`config.mk`:
```
export PLATFORM = sky130hd
export DESIGN_NAME = rr_onehot_arbiter
export DESIGN_NICKNAME = d
export VERILOG_FILES = /design/src/rtl/rr_arb_pkg.sv /design/src/rtl/onehot_to_bin.sv /design/src/rtl/rr_pick.sv /design/src/rtl/rr_onehot_arbiter.sv
export SDC_FILE = /design/constraint.sdc
export NUM_CORES = 1
export LEC_CHECK = 0
export CORE_MARGIN = 2
export CORE_UTILIZATION = 50
export DETAILED_ROUTE_END_ITERATION = 16
export HOLD_SLACK_MARGIN = 0.1
export PLACE_DENSITY_LB_ADDON = 0.08
export SLEW_MARGIN = 25
export SYNTH_ARGS = -nofsm -noshare
export SYNTH_HDL_FRONTEND = slang
export SYNTH_HIERARCHICAL = 1
export SYNTH_SLANG_ARGS = --single-unit
```
`constraint.sdc`:
```
create_clock -name clk_i -period 8 [get_ports clk_i]
set_input_delay 1.6 -clock clk_i [delete_from_list [all_inputs] [get_ports clk_i]]
set_output_delay 1.6 -clock clk_i [all_outputs]
set_load 0.01 [all_outputs]
```
`src/rtl/rr_arb_pkg.sv`:
```
// Shared definitions for the round-robin one-hot arbiter.
//   - arb_state_e      : transaction FSM states
//   - DefNReq          : default requester count
//   - DefTimeoutCycles : default watchdog limit (used only with ARB_TIMEOUT_EN)
//   - idx_width()      : width of a binary index into N items (minimum 1)
package rr_arb_pkg;

    typedef enum logic [1:0] {
        StIdle  = 2'd0,
        StGrant = 2'd1,
        StBusy  = 2'd2
    } arb_state_e;

    localparam int unsigned DefNReq          = 4;
    localparam int unsigned DefTimeoutCycles = 64;

    function automatic int unsigned idx_width(input int unsigned n);
        return (n <= 1) ? 1 : $clog2(n);
    endfunction

endpackage

```
`src/rtl/onehot_to_bin.sv`:
```
// One-hot to binary encoder. An all-zero input encodes to 0.
//   oh_i  in  N      one-hot vector
//   bin_o out IDX_W  index of the set bit
module onehot_to_bin
    import rr_arb_pkg::*;
#(
    parameter int unsigned N     = DefNReq,
    parameter int unsigned IDX_W = idx_width(N)
) (
    input  logic [N-1:0]     oh_i,
    output logic [IDX_W-1:0] bin_o
);

    always_comb begin
        bin_o = '0;
        for (int i = 0; i < N; i++) begin
            if (oh_i[i]) begin
                bin_o = bin_o | IDX_W'(i);
            end
        end
    end

endmodule

```
`src/rtl/rr_pick.sv`:
```
// Combinational rotating-priority pick.
// Returns the first set bit of req_i searching upward from ptr_i and wrapping
// from N_REQ-1 to 0. The result is one-hot, or zero when req_i is zero.
//   req_i  in  N_REQ  request vector
//   ptr_i  in  IDX_W  highest-priority index (must be < N_REQ)
//   pick_o out N_REQ  one-hot pick
module rr_pick
    import rr_arb_pkg::*;
#(
    parameter int unsigned N_REQ = DefNReq,
    parameter int unsigned IDX_W = idx_width(N_REQ)
) (
    input  logic [N_REQ-1:0] req_i,
    input  logic [IDX_W-1:0] ptr_i,
    output logic [N_REQ-1:0] pick_o
);

    logic [IDX_W-1:0] w_idx;
    logic             w_found;

    // Walk the ring starting at ptr; explicit wrap compare keeps this
    // correct for non-power-of-2 N_REQ.
    always_comb begin
        pick_o  = '0;
        w_found = 1'b0;
        w_idx   = ptr_i;
        for (int i = 0; i < N_REQ; i++) begin
            if (!w_found && req_i[w_idx]) begin
                pick_o[w_idx] = 1'b1;
                w_found       = 1'b1;
            end
            w_idx = (w_idx == IDX_W'(N_REQ - 1)) ? '0 : w_idx + 1'b1;
        end
    end

endmodule

```
`src/rtl/rr_onehot_arbiter.sv`:
```
// Round-robin arbiter sharing one downstream resource among N_REQ requesters.
// Each transaction runs IDLE -> GRANT (offer) -> BUSY (wait for done) -> IDLE.
// The priority pointer moves past the served requester only on completion.
// Optional watchdog: define ARB_TIMEOUT_EN to abort BUSY after TIMEOUT_CYCLES.
//   clk_i        in   clock, rising edge
//   rst_i        in   synchronous active-high reset
//   req_i        in   request per requester
//   gnt_o        out  registered one-hot grant, zero when idle
//   gnt_idx_o    out  binary index of gnt_o, zero when idle
//   gnt_valid_o  out  offer to resource (GRANT state)
//   gnt_ready_i  in   resource accepts the offer
//   done_i       in   resource finished (sampled in BUSY only)
//   busy_o       out  high in GRANT or BUSY
//   timeout_o    out  one-cycle watchdog abort pulse (0 without ARB_TIMEOUT_EN)
module rr_onehot_arbiter
    import rr_arb_pkg::*;
#(
    parameter int unsigned N_REQ          = DefNReq,
    parameter int unsigned IDX_W          = idx_width(N_REQ),
    parameter int unsigned TIMEOUT_CYCLES = DefTimeoutCycles
) (
    input  logic             clk_i,
    input  logic             rst_i,
    input  logic [N_REQ-1:0] req_i,
    output logic [N_REQ-1:0] gnt_o,
    output logic [IDX_W-1:0] gnt_idx_o,
    output logic             gnt_valid_o,
    input  logic             gnt_ready_i,
    input  logic             done_i,
    output logic             busy_o,
    output logic             timeout_o
);

    if (N_REQ < 1 || TIMEOUT_CYCLES < 1) begin : g_bad_cfg
        $error("rr_onehot_arbiter: N_REQ and TIMEOUT_CYCLES must be >= 1");
    end

    arb_state_e       r_state, w_state_nxt;
    logic [N_REQ-1:0] r_gnt, w_gnt_nxt;
    logic [IDX_W-1:0] r_idx, w_idx_nxt;
    logic [IDX_W-1:0] r_ptr, w_ptr_nxt;
    logic [IDX_W-1:0] w_ptr_adv;
    logic [N_REQ-1:0] w_pick;
    logic [IDX_W-1:0] w_pick_idx;

    rr_pick #(
        .N_REQ (N_REQ),
        .IDX_W (IDX_W)
    ) u_pick (
        .req_i  (req_i),
        .ptr_i  (r_ptr),
        .pick_o (w_pick)
    );

    onehot_to_bin #(
        .N     (N_REQ),
        .IDX_W (IDX_W)
    ) u_enc (
        .oh_i  (w_pick),
        .bin_o (w_pick_idx)
    );

    // Pointer moves to the requester after the one just served.
    assign w_ptr_adv = (r_idx == IDX_W'(N_REQ - 1)) ? '0 : r_idx + 1'b1;

`ifdef ARB_TIMEOUT_EN
    localparam int unsigned CNT_W = $clog2(TIMEOUT_CYCLES + 1);
    logic [CNT_W-1:0] r_cnt, w_cnt_nxt;
    logic             r_timeout, w_timeout_nxt;
`endif

    always_comb begin
        w_state_nxt = r_state;
        w_gnt_nxt   = r_gnt;
        w_idx_nxt   = r_idx;
        w_ptr_nxt   = r_ptr;
`ifdef ARB_TIMEOUT_EN
        w_cnt_nxt     = r_cnt;
        w_timeout_nxt = 1'b0;
`endif
        unique case (r_state)
            StIdle: begin
                if (|req_i) begin
                    w_state_nxt = StGrant;
                    w_gnt_nxt   = w_pick;
                    w_idx_nxt   = w_pick_idx;
                end
            end
            StGrant: begin
                // Accept beats a simultaneous withdrawal.
                if (gnt_ready_i) begin
                    w_state_nxt = StBusy;
`ifdef ARB_TIMEOUT_EN
                    w_cnt_nxt   = '0;
`endif
                end else if ((req_i & r_gnt) == '0) begin
                    w_state_nxt = StIdle;
                    w_gnt_nxt   = '0;
                    w_idx_nxt   = '0;
                end
            end
            StBusy: begin
                if (done_i) begin
                    w_state_nxt = StIdle;
                    w_gnt_nxt   = '0;
                    w_idx_nxt   = '0;
                    w_ptr_nxt   = w_ptr_adv;
                end
`ifdef ARB_TIMEOUT_EN
                // Counter holds the number of earlier BUSY cycles, so this
                // fires at the end of the TIMEOUT_CYCLES-th cycle without done.
                else if (r_cnt == CNT_W'(TIMEOUT_CYCLES - 1)) begin
                    w_state_nxt   = StIdle;
                    w_gnt_nxt     = '0;
                    w_idx_nxt     = '0;
                    w_ptr_nxt     = w_ptr_adv;
                    w_timeout_nxt = 1'b1;
                end else begin
                    w_cnt_nxt = r_cnt + 1'b1;
                end
`endif
            end
            default: begin
                w_state_nxt = StIdle;
                w_gnt_nxt   = '0;
                w_idx_nxt   = '0;
            end
        endcase
    end

    always_ff @(posedge clk_i) begin
        if (rst_i) begin
            r_state <= StIdle;
            r_gnt   <= '0;
            r_idx   <= '0;
            r_ptr   <= '0;
        end else begin
            r_state <= w_state_nxt;
            r_gnt   <= w_gnt_nxt;
            r_idx   <= w_idx_nxt;
            r_ptr   <= w_ptr_nxt;
        end
    end

`ifdef ARB_TIMEOUT_EN
    always_ff @(posedge clk_i) begin
        if (rst_i) begin
            r_cnt     <= '0;
            r_timeout <= 1'b0;
        end else begin
            r_cnt     <= w_cnt_nxt;
            r_timeout <= w_timeout_nxt;
        end
    end
    assign timeout_o = r_timeout;
`else
    assign timeout_o = 1'b0;
`endif

    assign gnt_o       = r_gnt;
    assign gnt_idx_o   = r_idx;
    assign gnt_valid_o = (r_state == StGrant);
    assign busy_o      = (r_state != StIdle);

endmodule

```
* Word level (Yosys, flattened, before mapping)
Cells that the tools add are included.
** Word-level totals
- Register bits after elaboration :: 10
- Input bits :: 8
- Output and inout bits :: 9
- Word-level logic and storage cells :: 91
** Cells by class
- Add/subtract/negate cells :: 4
- $lt $le $gt $ge :: 8
- Equal/unequal tests :: 11
- Mux-type cells :: 43
- Bitwise logic cells :: 4
- Reductions and logical operators :: 17
** Operators by type and width (number)
- 2-to-1 mux 4 bit :: 8
- 2-to-1 mux 2 bit :: 12
- less-than comparator 2 x 3 -> 1 bit, second input constant :: 4
- 2-to-1 mux 1 bit :: 12
- OR 4 bit :: 3
- case mux 2 bit (3 select lines) :: 2
- case mux 4 bit (3 select lines) :: 1
- == test 2 bit, second input constant :: 5
- adder 2 x 1 -> 2 bit, second input constant :: 4
- binary-select mux 1 bit (select 2 bit) :: 4
- demux 1 bit (select 2 bit) :: 4
- greater-or-equal comparator 2 x 1 -> 1 bit, second input constant :: 4
- logical AND 1 bit :: 7
- inequality test 2 bit, second input constant :: 3
- AND 4 bit :: 1
- zero test 4 bit :: 1
- AND reduction 4 bit :: 1
- OR reduction 4 bit :: 1
- zero test 1 bit :: 3
- inequality test 3 x 1 -> 1 bit, second input constant :: 1
- AND reduction 3 bit :: 1
- == test 2 x 1 -> 1 bit, second input constant :: 1
- zero test 2 bit :: 1
- inequality test 2 x 1 -> 1 bit, second input constant :: 1
- 2 further kinds :: 2

* Logic depth before layout (Yosys ltp)
Gate-level depths: netlist (run 1).
- Depth after elaboration :: 17
- Mapped depth :: 10
- Gate-level depth less buffers :: 9

* Cells and area by module
Netlist (run 1), hierarchy kept.
** By module, submodules not included
- rr_onehot_arbiter :: instances 1, cells each 54, area an instance 551.8 um^2, sequential area each 200.2 um^2
- rr_pick :: instances 1, cells each 49, area an instance 414.1 um^2, sequential area each 0.0 um^2
- onehot_to_bin :: instances 1, cells each 2, area an instance 12.5 um^2, sequential area each 0.0 um^2

* Worst setup path before layout (run 1)
OpenSTA, ideal clock, no wires.
- Path kind :: input to register
- Start :: input port req_i[3]
- End :: register r_idx[0] (netlist: gnt_idx_o[0])
- Setup time :: 96 ps
- Data arrival time :: 3311 ps
- Data required time :: 7904 ps
- Path slack :: 4593 ps
- Stages :: 6
- Buffers on the path :: 0
- Cell sequence :: mux4_2 or4_4 o221ai_1 or2_1 inv_1 o41ai_2
** On the way
- Elaborated cells between the ends (all ways) :: 35
- Classes of those cells :: eq/ne: 2; mux: 20; bitwise: 4; reduce/logical: 9
** RTL lines
- from (decl) :: RTL line rr_onehot_arbiter.sv:24 : input logic [N_REQ-1:0] req_i,
- binary-select mux 1 bit (select 2 bit) :: RTL line rr_pick.sv:28 : if (!w_found && req_i[w_idx]) begin
- 2-to-1 mux 1 bit (not written as such) :: RTL line rr_pick.sv:28
- 2-to-1 mux 1 bit :: RTL line rr_pick.sv:28
- zero test 1 bit :: RTL line rr_pick.sv:28
- logical AND 1 bit :: RTL line rr_pick.sv:28
- 2-to-1 mux 1 bit :: RTL line rr_pick.sv:28
- zero test 1 bit :: RTL line rr_pick.sv:28
- logical AND 1 bit :: RTL line rr_pick.sv:28
- 2-to-1 mux 1 bit :: RTL line rr_pick.sv:28
- zero test 1 bit :: RTL line rr_pick.sv:28
- logical AND 1 bit :: RTL line rr_pick.sv:28
- 2-to-1 mux 4 bit * :: RTL line rr_pick.sv:28
- named net w_pick[3] :: RTL line rr_onehot_arbiter.sv:43 : logic [N_REQ-1:0] w_pick;
- 2-to-1 mux 2 bit * :: RTL line onehot_to_bin.sv:17 : if (oh_i[i]) begin
- named net w_pick_idx[0] :: RTL line rr_onehot_arbiter.sv:44 : logic [IDX_W-1:0] w_pick_idx;
- 2-to-1 mux 2 bit * :: RTL line rr_onehot_arbiter.sv:83 : if (|req_i) begin
- case mux 2 bit (3 select lines) * :: RTL line rr_onehot_arbiter.sv:81 : unique case (r_state)
- to (signal assigned) :: RTL line rr_onehot_arbiter.sv:140 : r_idx <= w_idx_nxt;
- to (decl) :: RTL line rr_onehot_arbiter.sv:40 : logic [IDX_W-1:0] r_idx, w_idx_nxt;
Mark *: on every way through the listed nets, which the timed path passes. The rest lies on a longest branch. The select of a mux whose other input is x is not followed.
A chain may end at the register's enable or synchronous reset.

* Final worst setup path (run 1)
- Start :: input port req_i[3]
- End :: register r_idx[1] (netlist: gnt_idx_o[1])
The elaborated chain is that of the path after synthesis.

==> results.txt, run 1 <==
----------------------------------------------------
[Drt]
  Iteration-0 DRC count of the detailed router ... 30
  Via count ... 846
  Count of TritonRoute iterations in the first routing pass ... 4
  Vias per std cell ... roughly 6
  Number of antenna-violating nets in the routed design ... 0
  Total wirelength of the detailed-routed design ... about 2.1 mm
  Number of remaining DRC errors ... 0
  Wire length per cell ... 14.60 µm

[Placed design]
  Placement-stage worst setup slack ... 3.898 ns
  Detailed placer's ending HPWL ... 1.619 mm
  Count of input and output buffers ... 15
  Cell Area, Placed ... 1114 µm²
  RePlAce Congestion ... 0.7878

[Floorplan]
  # rows ... 15
  I/O pin total ... 17
  Floorplan Core Area ... 1783 µm²
  Die area ... roughly 2300 µm²
  Floorplan die height ... 48.24 µm
  Initial Util ... 54.88%
  Die extent in x ... 48.24 µm

[STA]
  Max transition margin ... between 50 and 60%
  Setup repair after global routing missed its margin ... false
  Final period demand of the worst path ... 3.859 ns
  Final hold vios ... 0
  Worst Max-Slew Pin Slew ... about 0.59 ns
  Final worst setup slack ... 4.141 ns
  Share of the clock period used by the worst path ... around half
  Max Clock Freq ... 259.1 MHz
  Final TNS setup ... 0 ns
  Final setup skew ... 0.001198 ns
  Setup-violating endpoint count in the final report ... 0
  Pins over their slew limit ... 0

[Finish]
  Area growth from synthesis to layout ... 17.52%
  Finished Core Util ... between 60% and 70%
  Net count of the finished layout ... between 100 and 150
  Ratio of cells with drive above 1 in the final layout ... 19.49%
  Diodes inserted ... 0
  Finished Cell Area ... 1150 µm²
  Fillcell total ... 154
  Sequential cell area in the final layout ... 200.2 µm²
  Area occupied by multi-input gates ... slightly below 700 µm²

[Yosys]
  Dominant synthesized flop cell ... sky130_fd_sc_hd__dfxtp_1
  Proportion of synthesized chip area in sequential cells ... 20.46%
  Count of flip-flops with a built-in enable after synthesis ... 0
  Average footprint of a synthesized cell ... approximately 9.3 µm²
  Number of distinct library cells after synthesis ... 38
  Net Count, Synth ... 121
  Total of flip-flops plus latches after synthesis ... 10
  Cells after Synth ... 105
  Synth Warn # ... 6
  Cell Area, Synth ... just under 1000 µm²
  Fraction of synthesis flops using an asynchronous set or reset pin ... 0%

[Clock tree]
  Number of levels the H-tree was split into ... 1
  Number of setup buffers added after CTS ... 0
  CTS Hold Buffers Added ... 0
  Clock tree from TritonCTS ... built
  Buffer levels on the longest clock path ... 2
  Number of buffers created by CTS ... 3
  Number of resized instances in the post-cts repair step ... 0
  CTS sink cnt ... 10
  CTS clk-pin slew, worst paths ... roughly 0.060 ns
  Clock insertion delay at the later pin of the skew report ... 0.26 ns
  Clock Tree Root ... sky130_fd_sc_hd__clkbuf_4

[GRT]
  Residual overflow from global routing ... 0
  Vias in the first global route ... 806
  Global routing usage summed across all routing layers ... 20.88%
  Initial antenna violation count ... 0
  Global-route wire length before repair ... 3.477 mm
  Pin count of the biggest net entering global routing ... 15

[Setup path]
  Startpoint of the worst-slack reg-to-reg timing path ... r_ptr[0]
  Critical path arrival ... 4.02 ns
  Worst reg-to-reg path cell count ... 9
  Critical path peak fanout ... 8
  Critical setup path kind ... primary input to register
  Endpoint of the worst-slack reg-to-reg timing path ... gnt_idx_o[1]
  CP Capture Type ... register
  Start point of the critical path ... req_i[3]
  Startpoint Class ... primary input
  Reg-to-reg setup timing slack ... ~4.7 ns
  Critical Path RT ... 8.16 ns

[Pwr]
  Cell leakage power ... 0.4577 nW
  Power share of the combinational group ... 30.2%
  Switching portion of total power ... 29.56%
  Pwr Density ... 125.1 nW/µm²
  Post-layout power ... 143.9 µW
  Sequential fraction of design power ... between 30 and 40%
  Clock group share of total power ... 30.5%
  VDD IR-drop max ... 0.0001046 V
  Pint ... 101.4 µW
  Net Sw Power ... 42.54 µW

[Hold path]
  Classification of the worst-slack hold path ... register to register
  Number of stages on the worst hold path ... 1
  Worst Min Path Start ... r_state[1]
  Worst Hold Path EP ... r_state[0]

[Flow run]
  Number of max-cap violations ... 0

[Outcome]
  Status ... complete, no violations

----------------------------------------------------
## registers in the layout, summed over array words and instances (netlist names)
signal / cells
gnt_idx_o: 2
r_ptr: 2
r_state: 2
gnt_o: 4
## cells in the mapped netlist, drive strengths merged, types with 2 or more instances
| cell type | n | area share (%) |
|---|---|---|
| o41ai | 6 | 10 |
| mux2i | 4 | 4.1 |
| o221ai | 5 | 4.5 |
| buf | 5 | 4.3 |
| mux2 | 2 | 2.3 |
| or2 | 4 | 2.6 |
| nand3b | 2 | 1.5 |
| and2 | 5 | 3.8 |
| dfxtp | 10 | 20 |
| nor2 | 5 | 2.2 |
| nor2b | 2 | 1.3 |
| or4 | 3 | 2.8 |
| o21a | 2 | 1.5 |
| ha | 8 | 10 |
| a22o | 3 | 2.7 |
| o311ai | 7 | 6.3 |
| inv | 14 | 5.4 |
| a31oi | 4 | 2.6 |
## placed cells by master (no fill, tap or decap), types with 2 or more instances in the layout
master,instances
sky130_fd_sc_hd__a31oi_1,4
sky130_fd_sc_hd__and2_2,5
sky130_fd_sc_hd__nor2b_1,2
sky130_fd_sc_hd__or2_1,2
sky130_fd_sc_hd__o21a_1,2
sky130_fd_sc_hd__inv_1,14
sky130_fd_sc_hd__o221ai_1,5
sky130_fd_sc_hd__or2_2,2
sky130_fd_sc_hd__nand3b_1,2
sky130_fd_sc_hd__clkbuf_4,3
sky130_fd_sc_hd__dfxtp_1,10
sky130_fd_sc_hd__a22o_1,3
sky130_fd_sc_hd__mux2_2,2
sky130_fd_sc_hd__o311ai_0,7
sky130_fd_sc_hd__clkdlybuf4s50_1,15
sky130_fd_sc_hd__nor2_1,4
sky130_fd_sc_hd__mux2i_1,4
sky130_fd_sc_hd__o41ai_2,6
sky130_fd_sc_hd__ha_1,8
## area by class of cell
class	instances	area share [%]
Tap cell	25	2.720
Sequential cell	10	17.41
Clock buffer	4	3.156
Inverter	14	4.570
Timing Repair Buffer	15	13.06
Multi-Input combinational cell	75	59.09
## cells by family after synthesis
group	synth area share [%]
AO/OA/AOI/OAI	31.59
AND/OR/NAND/NOR	17.65
buffers and inverters	10.10
flip-flops	20.46
adder cells (fa/ha/maj)	10.23
multiplexers	8.695
other	0.3833
XOR/XNOR	0.8953
## metrics by stage
stage	std cells	hold slack, ns
after floorplan	105	0.4719
after global placement	139	0.5065
after detailed placement	139	0.5094
after CTS	143	0.5189
after global routing	143	0.5414
final	143	0.5212
## worst max-delay path, stage by stage
cell and delay [ns]:
sky130_fd_sc_hd__clkdlybuf4s50_1 0.52, sky130_fd_sc_hd__mux4_2 0.56, sky130_fd_sc_hd__or4_4 0.58, sky130_fd_sc_hd__o221ai_1 0.25, sky130_fd_sc_hd__or2_1 0.15, sky130_fd_sc_hd__inv_1 0.05, sky130_fd_sc_hd__o41ai_2 0.32
## how the worst max path moves through the flow
stage	end	cells after the start	slack, ns
after detailed placement	gnt_idx_o[1]	7	3.90
after global placement	gnt_idx_o[1]	7	3.96
final	gnt_idx_o[1]	7	4.14
after CTS	gnt_idx_o[1]	7	4.15
after global routing	gnt_idx_o[1]	8	4.02
after floorplan	gnt_idx_o[0]	6	4.59
## power groups by stage
stage	Clock, mW	Sequential, mW	Combinational [mW]
6_report	0.0439	0.0566	0.0434
3_3_place_gp	0	0.0577	0.0427
4_1_cts	0.0455	0.0565	0.0433
2_1_floorplan	0	0.0573	0.0297
3_5_place_dp	0	0.0576	0.0429
5_1_grt	0.0479	0.0569	0.0473
## metal layers
layer	up-vias	global-route usage, %	share of wire (%)	wire length, µm
li1	428	-	-	-
met1	395	27.83	47	987
met2	19	35.00	49	1021
met3	4	2.963	2.3	48
met4	0	5.946	1.4	30
met5	-	0	0	0
No activity file was read; power rests on OpenSTA's default activity.
==> run 2, diff against run 1 <==
==> constraint.sdc (replaced) <==
create_clock -name clk_i -period 3.7 [get_ports clk_i]
set_input_delay 0.74 -clock clk_i [delete_from_list [all_inputs] [get_ports clk_i]]
set_output_delay 0.74 -clock clk_i [all_outputs]
set_load 0.01 [all_outputs]
==> run 2 against run 1 <==
Net effect: die area unchanged; via count down 0.35%; critical path depth up 2; final cell count up 0.70%; total power up 120%; sequential share of layout area down 0.11 points; wire length unchanged; first-iteration DRC count down 23%; largest cell class unchanged; largest power group unchanged.
==> results.txt, run 2 (same netlist as run 1, synthesis figures left out) <==
----------------------------------------------------
[STA]
  Share of the clock period used by the worst path ... a little over 80%
  Max transition margin ... 55.53% (-4.5 points)
  Final period demand of the worst path ... 3.060 ns
  Worst Max-Slew Pin Slew ... 0.6671 ns (+0.07456 ns)
  Worst Hold Slack ... 0.5370 ns (+0.01580 ns)
  Final hold vios ... 0 (unchanged)
  Final TNS setup ... 0 ns (unchanged)
  Setup-violating endpoint count in the final report ... 0 (unchanged)
  Setup repair after global routing missed its margin ... false
  Max Clock Freq ... about 330 MHz
  Pins over their slew limit ... 0 (unchanged)
  Final setup skew ... 0.006441 ns (+0.005243 ns)

[GRT]
  Global-route wire length before repair ... 3.256 mm (-6.4%)
  Global route hottest layer ... met2
  Initial antenna violation count ... 0 (unchanged)
  Global-route met3 utilization ... 4.444% (+1.5 points)
  Pin count of the biggest net entering global routing ... 14 (-1)
  Residual overflow from global routing ... 0 (unchanged)
  Global routing usage summed across all routing layers ... 20.05% (-0.84 points)
  Vias in the first global route ... 735 (-8.8%)
  Met2 track utilization from global routing ... 34.21% (-0.79 points)
  Met1 global-route usage ... 25.50% (-2.3 points)

[Pwr]
  Pwr Density ... 273.8 nW/µm² (+120%)
  Switching portion of total power ... 30.72% (+1.2 points)
  Sequential fraction of design power ... 38.3% (-1.0 points)
  Cell leakage power ... 0.4632 nW (+1.2%)
  Pint ... 219.6 µW (+120%)
  VDD IR-drop max ... 0.0002750 V (+160%)
  Power share of the combinational group ... 30.0% (-0.2 points)
  Net Sw Power ... 97.36 µW (+130%)
  Clock group share of total power ... 31.7% (+1.2 points)

[Drt]
  Number of remaining DRC errors ... 0 (unchanged)
  Via count ... 843 (-0.35%)
  Wire length per cell ... 14.50 µm (-0.69%)
  Vias per std cell ... 5.854 (-1.0%)
  Iteration-0 DRC count of the detailed router ... 23 (-23%)
  Number of antenna-violating nets in the routed design ... 0 (unchanged)
  Total wirelength of the detailed-routed design ... 2.088 mm (unchanged)
  Count of TritonRoute iterations in the first routing pass ... 4 (unchanged)

[Finish]
  Area growth from synthesis to layout ... 18.29%
  Number of flip-flops under the largest register name ... 4 (unchanged)
  Net count of the finished layout ... 136 (+0.74%)
  Ratio of cells with drive above 1 in the final layout ... 20.17% (+0.68 points)
  Commonest non-fill, non-tap cell in the layout ... sky130_fd_sc_hd__clkdlybuf4s50_1
  Diodes inserted ... 0 (unchanged)
  Fillcell total ... 160 (+3.9%)
  Commonest non-fill, non-tap cells in the layout ... sky130_fd_sc_hd__clkdlybuf4s50_1, sky130_fd_sc_hd__inv_1, sky130_fd_sc_hd__dfxtp_1

[Setup path]
  Reg-to-reg setup timing slack ... 0.64 ns (-4.03 ns)
  Critical path peak fanout ... 8 (unchanged)
  Critical Path RT ... 3.87 ns (-4.29 ns)
  Critical path arrival ... 3.24 ns (-0.78 ns)
  CP Capture Type ... register
  Endpoint of the worst-slack reg-to-reg timing path ... gnt_idx_o[1]
  Startpoint Class ... register
  Critical setup path kind ... register to register
  Startpoint of the worst-slack reg-to-reg timing path ... r_ptr[1]
  Worst reg-to-reg path cell count ... 9 (unchanged)

[Hold path]
  Classification of the worst-slack hold path ... register to register
  Worst Hold Path EP ... r_state[0]
  Worst Min Path Start ... r_state[1]
  Number of stages on the worst hold path ... 1 (unchanged)

[Clock tree]
  Number of setup buffers added after CTS ... 0 (unchanged)
  Number of levels the H-tree was split into ... 1 (unchanged)
  Buffer levels on the longest clock path ... 2 (unchanged)
  CTS Hold Buffers Added ... 0 (unchanged)
  Number of buffers created by CTS ... 3 (unchanged)
  Clock tree from TritonCTS ... built
  Clock Tree Root ... sky130_fd_sc_hd__clkbuf_4
  Number of resized instances in the post-cts repair step ... 0 (unchanged)
  CTS sink cnt ... 10 (unchanged)
  CTS clk-pin slew, worst paths ... 0.07 ns (about the same)
  Clock insertion delay at the later pin of the skew report ... 0.27 ns (about the same)

[Floorplan]
  I/O pin total ... 17 (unchanged)
  Floorplan Core Area ... 1783 µm² (unchanged)
  Initial Util ... 54.88% (unchanged)
  Die area ... 2327 µm² (unchanged)
  Floorplan die height ... 48.24 µm (unchanged)
  # rows ... 15 (unchanged)
  Die extent in x ... 48.24 µm (unchanged)

[Placed design]
  Count of input and output buffers ... 15 (unchanged)
  Detailed placer's ending HPWL ... 1.580 mm (-2.4%)
  RePlAce Congestion ... 0.7790 (-1.1%)

[Flow run]
  Number of max-cap violations ... 0 (unchanged)

[Outcome]
  Status ... complete, no violations

----------------------------------------------------
==> run 2: cell count changes in the layout (fill, tap and decap cells not counted), sizes merged <==
| cell | previous run | this run |
|---|---|---|
| buf | 0 | 1 |
==> run 2: cell type report <==
| class | instances | area, µm² | area share [%] |
|---|---|---|---|
| timing repair buffer | 16 | 157.7 | 13.62 |
| clock buffer | 4 | 36.28 | 3.135 |
| sequential | 10 | 200.2 | 17.30 |
| multi-input combinational | 75 | 679.4 | 58.70 |
| tap | 25 | 31.28 | 2.703 |
| inverter | 14 | 52.55 | 4.541 |
==> run 2: power by group through the flow <==
| stage | Combinational, mW | Clock (mW) | Sequential (mW) |
|---|---|---|---|
| floorplan | 0.0643 | 0 | 0.124 |
| global placement | 0.0940 | 0 | 0.123 |
| detailed placement | 0.0945 | 0 | 0.124 |
| CTS | 0.0952 | 0.0992 | 0.121 |
| global route | 0.103 | 0.105 | 0.122 |
| finish | 0.0952 | 0.100 | 0.121 |
==> run 2: worst max path at each step <==
stage | from | endpoint
floorplan | r_ptr[0] | gnt_idx_o[0]
global placement | req_i[2] | gnt_idx_o[1]
detailed placement | req_i[3] | gnt_idx_o[0]
CTS | r_ptr[1] | gnt_idx_o[1]
global route | r_ptr[1] | gnt_idx_o[0]
finish | r_ptr[1] | gnt_idx_o[1]
==> run 2: stage by stage <==
stage               std cells  setup WS, ns  area [µm²]  util (%)  total power [mW]
CTS                       144        0.6457        1157     64.91            0.3158
finish                    144        0.6396        1157     64.91            0.3169
floorplan                 105        0.9541       978.4         -            0.1882
global placement          140        0.5196        1121     62.88            0.2175
detailed placement        140        0.4580        1121     62.88            0.2182
global route              144        0.4120        1157     64.91            0.3304
==> run 2: worst max-delay path, cell delays in order (launching register included) <==
cell and delay (ns):
sky130_fd_sc_hd__dfxtp_1 0.51, sky130_fd_sc_hd__inv_1 0.16, sky130_fd_sc_hd__ha_1 0.40, sky130_fd_sc_hd__or4_2 0.63, sky130_fd_sc_hd__o311ai_0 0.17, sky130_fd_sc_hd__o221ai_1 0.28, sky130_fd_sc_hd__o221ai_1 0.31, sky130_fd_sc_hd__or2_1 0.15
sky130_fd_sc_hd__inv_1 0.05, sky130_fd_sc_hd__o41ai_2 0.32
==> run 2: metal layers <==
layer  up-vias  wire [µm]
met5         -          0
met4         0         16
met3         5         60
met2        18       1000
met1       387       1011
li1        433          -
==> run 3, diff against run 2 <==
--- a/config.mk
+++ b/config.mk
@@ -6,7 +6,7 @@
 export NUM_CORES = 1
 export LEC_CHECK = 0
 export CORE_MARGIN = 2
-export CORE_UTILIZATION = 50
+export CORE_UTILIZATION = 47
 export DETAILED_ROUTE_END_ITERATION = 16
 export HOLD_SLACK_MARGIN = 0.1
 export PLACE_DENSITY_LB_ADDON = 0.08
==> constraint.sdc (replaced) <==
create_clock -name clk_i -period 2.7 [get_ports clk_i]
set_input_delay 0.54 -clock clk_i [delete_from_list [all_inputs] [get_ports clk_i]]
set_output_delay 0.54 -clock clk_i [all_outputs]
set_load 0.01 [all_outputs]
==> run 3 against run 2 <==
Net effect: design area is 14% higher; critical path type is now primary input to register; clock power is 30% higher; combinational power is 61% higher; via count is 8.5% higher; total power is 42% higher; final cell count is 9.7% higher; highest routed layer unchanged; largest cell class unchanged; flip-flop and latch count stayed put; first-iteration DRC count is 48% lower; die area is 5.8% higher; critical path depth is 1 lower; register-to-register slack worse by 0.55 ns.
==> results.txt, run 3 (same netlist as run 1, synthesis figures left out) <==
----------------------------------------------------
[Finish]
  Post-Layout Cell Count ... 158 (+9.7%)
  Commonest non-fill, non-tap cells in the layout ... sky130_fd_sc_hd__inv_1, sky130_fd_sc_hd__clkdlybuf4s50_1, sky130_fd_sc_hd__buf_4
  Finished Core Util ... 67.47% (+2.6 points)
  Number of flip-flops under the largest register name ... 4 (unchanged)
  Net count of the finished layout ... 148 (+8.8%)
  Commonest non-fill, non-tap cell in the layout ... sky130_fd_sc_hd__inv_1
  Sequential cell area in the final layout ... 202.7 µm² (+1.2%)
  Ratio of cells with drive above 1 in the final layout ... 33.59% (+13 points)
  Area growth from synthesis to layout ... 35.29%
  Diodes inserted ... 0 (unchanged)
  Fillcell total ... 172 (+7.5%)
  Area occupied by multi-input gates ... 745.7 µm² (+9.8%)

[Placed design]
  Placement-stage worst setup slack ... -0.2819 ns (-0.7399 ns)
  RePlAce Congestion ... 0.8369 (+7.4%)
  Count of input and output buffers ... 15 (unchanged)
  Detailed placer's ending HPWL ... 1.810 mm (+15%)
  DP Cell Count ... 154 (+10%)

[Floorplan]
  I/O pin total ... 17 (unchanged)
  Die area ... 2463 µm² (+5.8%)
  Die extent in x ... 49.63 µm (+2.9%)
  Floorplan Core Area ... 1962 µm² (+10%)
  Floorplan die height ... 49.63 µm (+2.9%)
  Initial Util ... 49.87% (-5.0 points)
  # rows ... 16 (+1)

[Clock tree]
  Clock insertion delay at the later pin of the skew report ... 0.26 ns (about the same)
  Clock Tree Root ... sky130_fd_sc_hd__clkbuf_4
  CTS clk-pin slew, worst paths ... 0.07 ns (about the same)
  Number of setup buffers added after CTS ... 0 (unchanged)
  Number of levels the H-tree was split into ... 1 (unchanged)
  Buffer levels on the longest clock path ... 2 (unchanged)
  Clock tree from TritonCTS ... built
  CTS sink cnt ... 10 (unchanged)
  Number of buffers created by CTS ... 3 (unchanged)

[Drt]
  Number of antenna-violating nets in the routed design ... 0 (unchanged)
  Iteration-0 DRC count of the detailed router ... 12 (-48%)
  Via count ... 915 (+8.5%)
  Vias per std cell ... 5.791 (-1.1%)
  Number of remaining DRC errors ... 0 (unchanged)
  Count of TritonRoute iterations in the first routing pass ... 5 (+1)
  Wire length per cell ... 15.45 µm (+6.5%)
  Total wirelength of the detailed-routed design ... 2.441 mm (+17%)

[GRT]
  Vias in the first global route ... 879 (+20%)
  Initial antenna violation count ... 0 (unchanged)
  Pin count of the biggest net entering global routing ... 12 (-2)
  Global routing usage summed across all routing layers ... 19.52% (-0.53 points)
  Residual overflow from global routing ... 0 (unchanged)
  Global-route wire length before repair ... 3.795 mm (+17%)

[Hold path]
  Classification of the worst-slack hold path ... register to register

[STA]
  Final TNS setup ... 0 ns (unchanged)
  Share of the clock period used by the worst path ... 96.99%
  Setup-violating endpoint count in the final report ... 0 (unchanged)
  Pins over their slew limit ... 0 (unchanged)
  Final hold vios ... 0 (unchanged)
  Final worst setup slack ... 0.08126 ns (-0.5583 ns)
  Final period demand of the worst path ... 2.619 ns
  Max Clock Freq ... about 380 MHz
  Setup repair after global routing missed its margin ... false
  Final setup skew ... 0.006521 ns (+0.00007963 ns)

[Pwr]
  Power share of the combinational group ... 34.1% (+4.1 points)
  Switching portion of total power ... 30.05% (-0.67 points)
  Pwr Density ... 339.3 nW/µm² (+24%)
  VDD IR-drop max ... 0.0003213 V (+17%)
  Pint ... 314.2 µW (+43%)
  Clock group share of total power ... 29.0% (-2.7 points)
  Cell leakage power ... 0.5512 nW (+19%)
  Sequential fraction of design power ... 36.8% (-1.5 points)
  Post-layout power ... 449.2 µW (+42%)
  Net Sw Power ... 135.0 µW (+39%)

[Setup path]
  Library cell contributing the largest single delay on the critical path ... sky130_fd_sc_hd__or4_4
  CP Buf/Inv Count ... 2 (unchanged)
  CP Capture Type ... register
  Cell chain of the critical path ... clkdlybuf4s50_1, mux2i_1, a221oi_1, or4_4, o221ai_4, or2_1, inv_1, o41ai_2
  Startpoint Class ... primary input
  Critical setup path kind ... primary input to register
  CP delay by family, top ... simple AND/OR/NAND/NOR gates
  Critical Path RT ... 2.86 ns (-1.01 ns)
  Worst path max stage delay ... 0.61 ns (-0.02 ns)
  Critical path peak fanout ... 4 (-4)
  Critical path arrival ... 2.78 ns (-0.46 ns)

[Flow run]
  Number of max-cap violations ... 0 (unchanged)

[Outcome]
  Status ... complete, no violations

----------------------------------------------------
[run 3: changes by cell type in the layout (fill, tap and decap cells not counted), sizes merged]
cell | previous run | this run
clkdlybuf4s50 | 15 | 13
buf | 1 | 13
dlymetal6s2s | 0 | 2
[run 3: layout make-up]
cell class	instances	area share (%)
repair buffers	28	19.09
well taps	27	2.552
multi-input cells	75	56.33
inverters	14	3.970
flip-flops and latches	10	15.31
clock buffers	4	2.741
[run 3: layer usage]
layer / GRT usage [%] / routed length (µm) / vias to the layer above
li1: - / - / 457
met1: 21.87 / 1075 / 436
met2: 37.56 / 1288 / 20
met3: 2.727 / 56 / 2
met4: 5.556 / 21 / 0
met5: 0 / 0 / -
[run 3: power by group through the flow]
stage          logic (mW)  clock network (mW)  registers, mW
2_1_floorplan      0.0891                   0          0.170
3_3_place_gp        0.141                   0          0.169
3_5_place_dp        0.143                   0          0.168
4_1_cts             0.146               0.134          0.165
5_1_grt             0.165               0.143          0.167
6_report            0.153               0.130          0.166
[run 3: worst paths after layout]
kind	startpoint	to	slack (ns)	cells past startpoint
setup / recovery	req_i[0]	gnt_idx_o[1]	0.08	8
hold / removal	r_state[1]	r_state[0]	0.51	1
setup reg to reg	r_ptr[1]	gnt_idx_o[1]	0.09	10
hold reg to reg	r_state[1]	r_state[0]	0.51	1
[run 3: repair_timing]
item	4_1_cts	5_1_grt
resized for setup	3	9
pin swaps	2	2
endpoints found under the setup margin	2	6
hold buffers	0	0
[run 3: worst register-to-register path: stages (launching register included)]
cell and delay [ns]:
sky130_fd_sc_hd__dfxtp_2 0.36, sky130_fd_sc_hd__inv_1 0.11, sky130_fd_sc_hd__ha_4 0.33, sky130_fd_sc_hd__xnor2_1 0.13, sky130_fd_sc_hd__o311ai_1 0.14, sky130_fd_sc_hd__buf_4 0.17
sky130_fd_sc_hd__or4_4 0.59, sky130_fd_sc_hd__o221ai_4 0.21, sky130_fd_sc_hd__or2_1 0.13, sky130_fd_sc_hd__inv_1 0.04, sky130_fd_sc_hd__o41ai_2 0.31
[run 3: stage by stage]
| step | hold WS, ns | cell area (µm²) |
|---|---|---|
| after floorplan | 0.4719 | 991.0 |
| after global placement | 0.4933 | 1226 |
| after detailed placement | 0.4909 | 1226 |
| after CTS | 0.5038 | 1275 |
| after global routing | 0.5354 | 1324 |
| final | 0.5066 | 1324 |
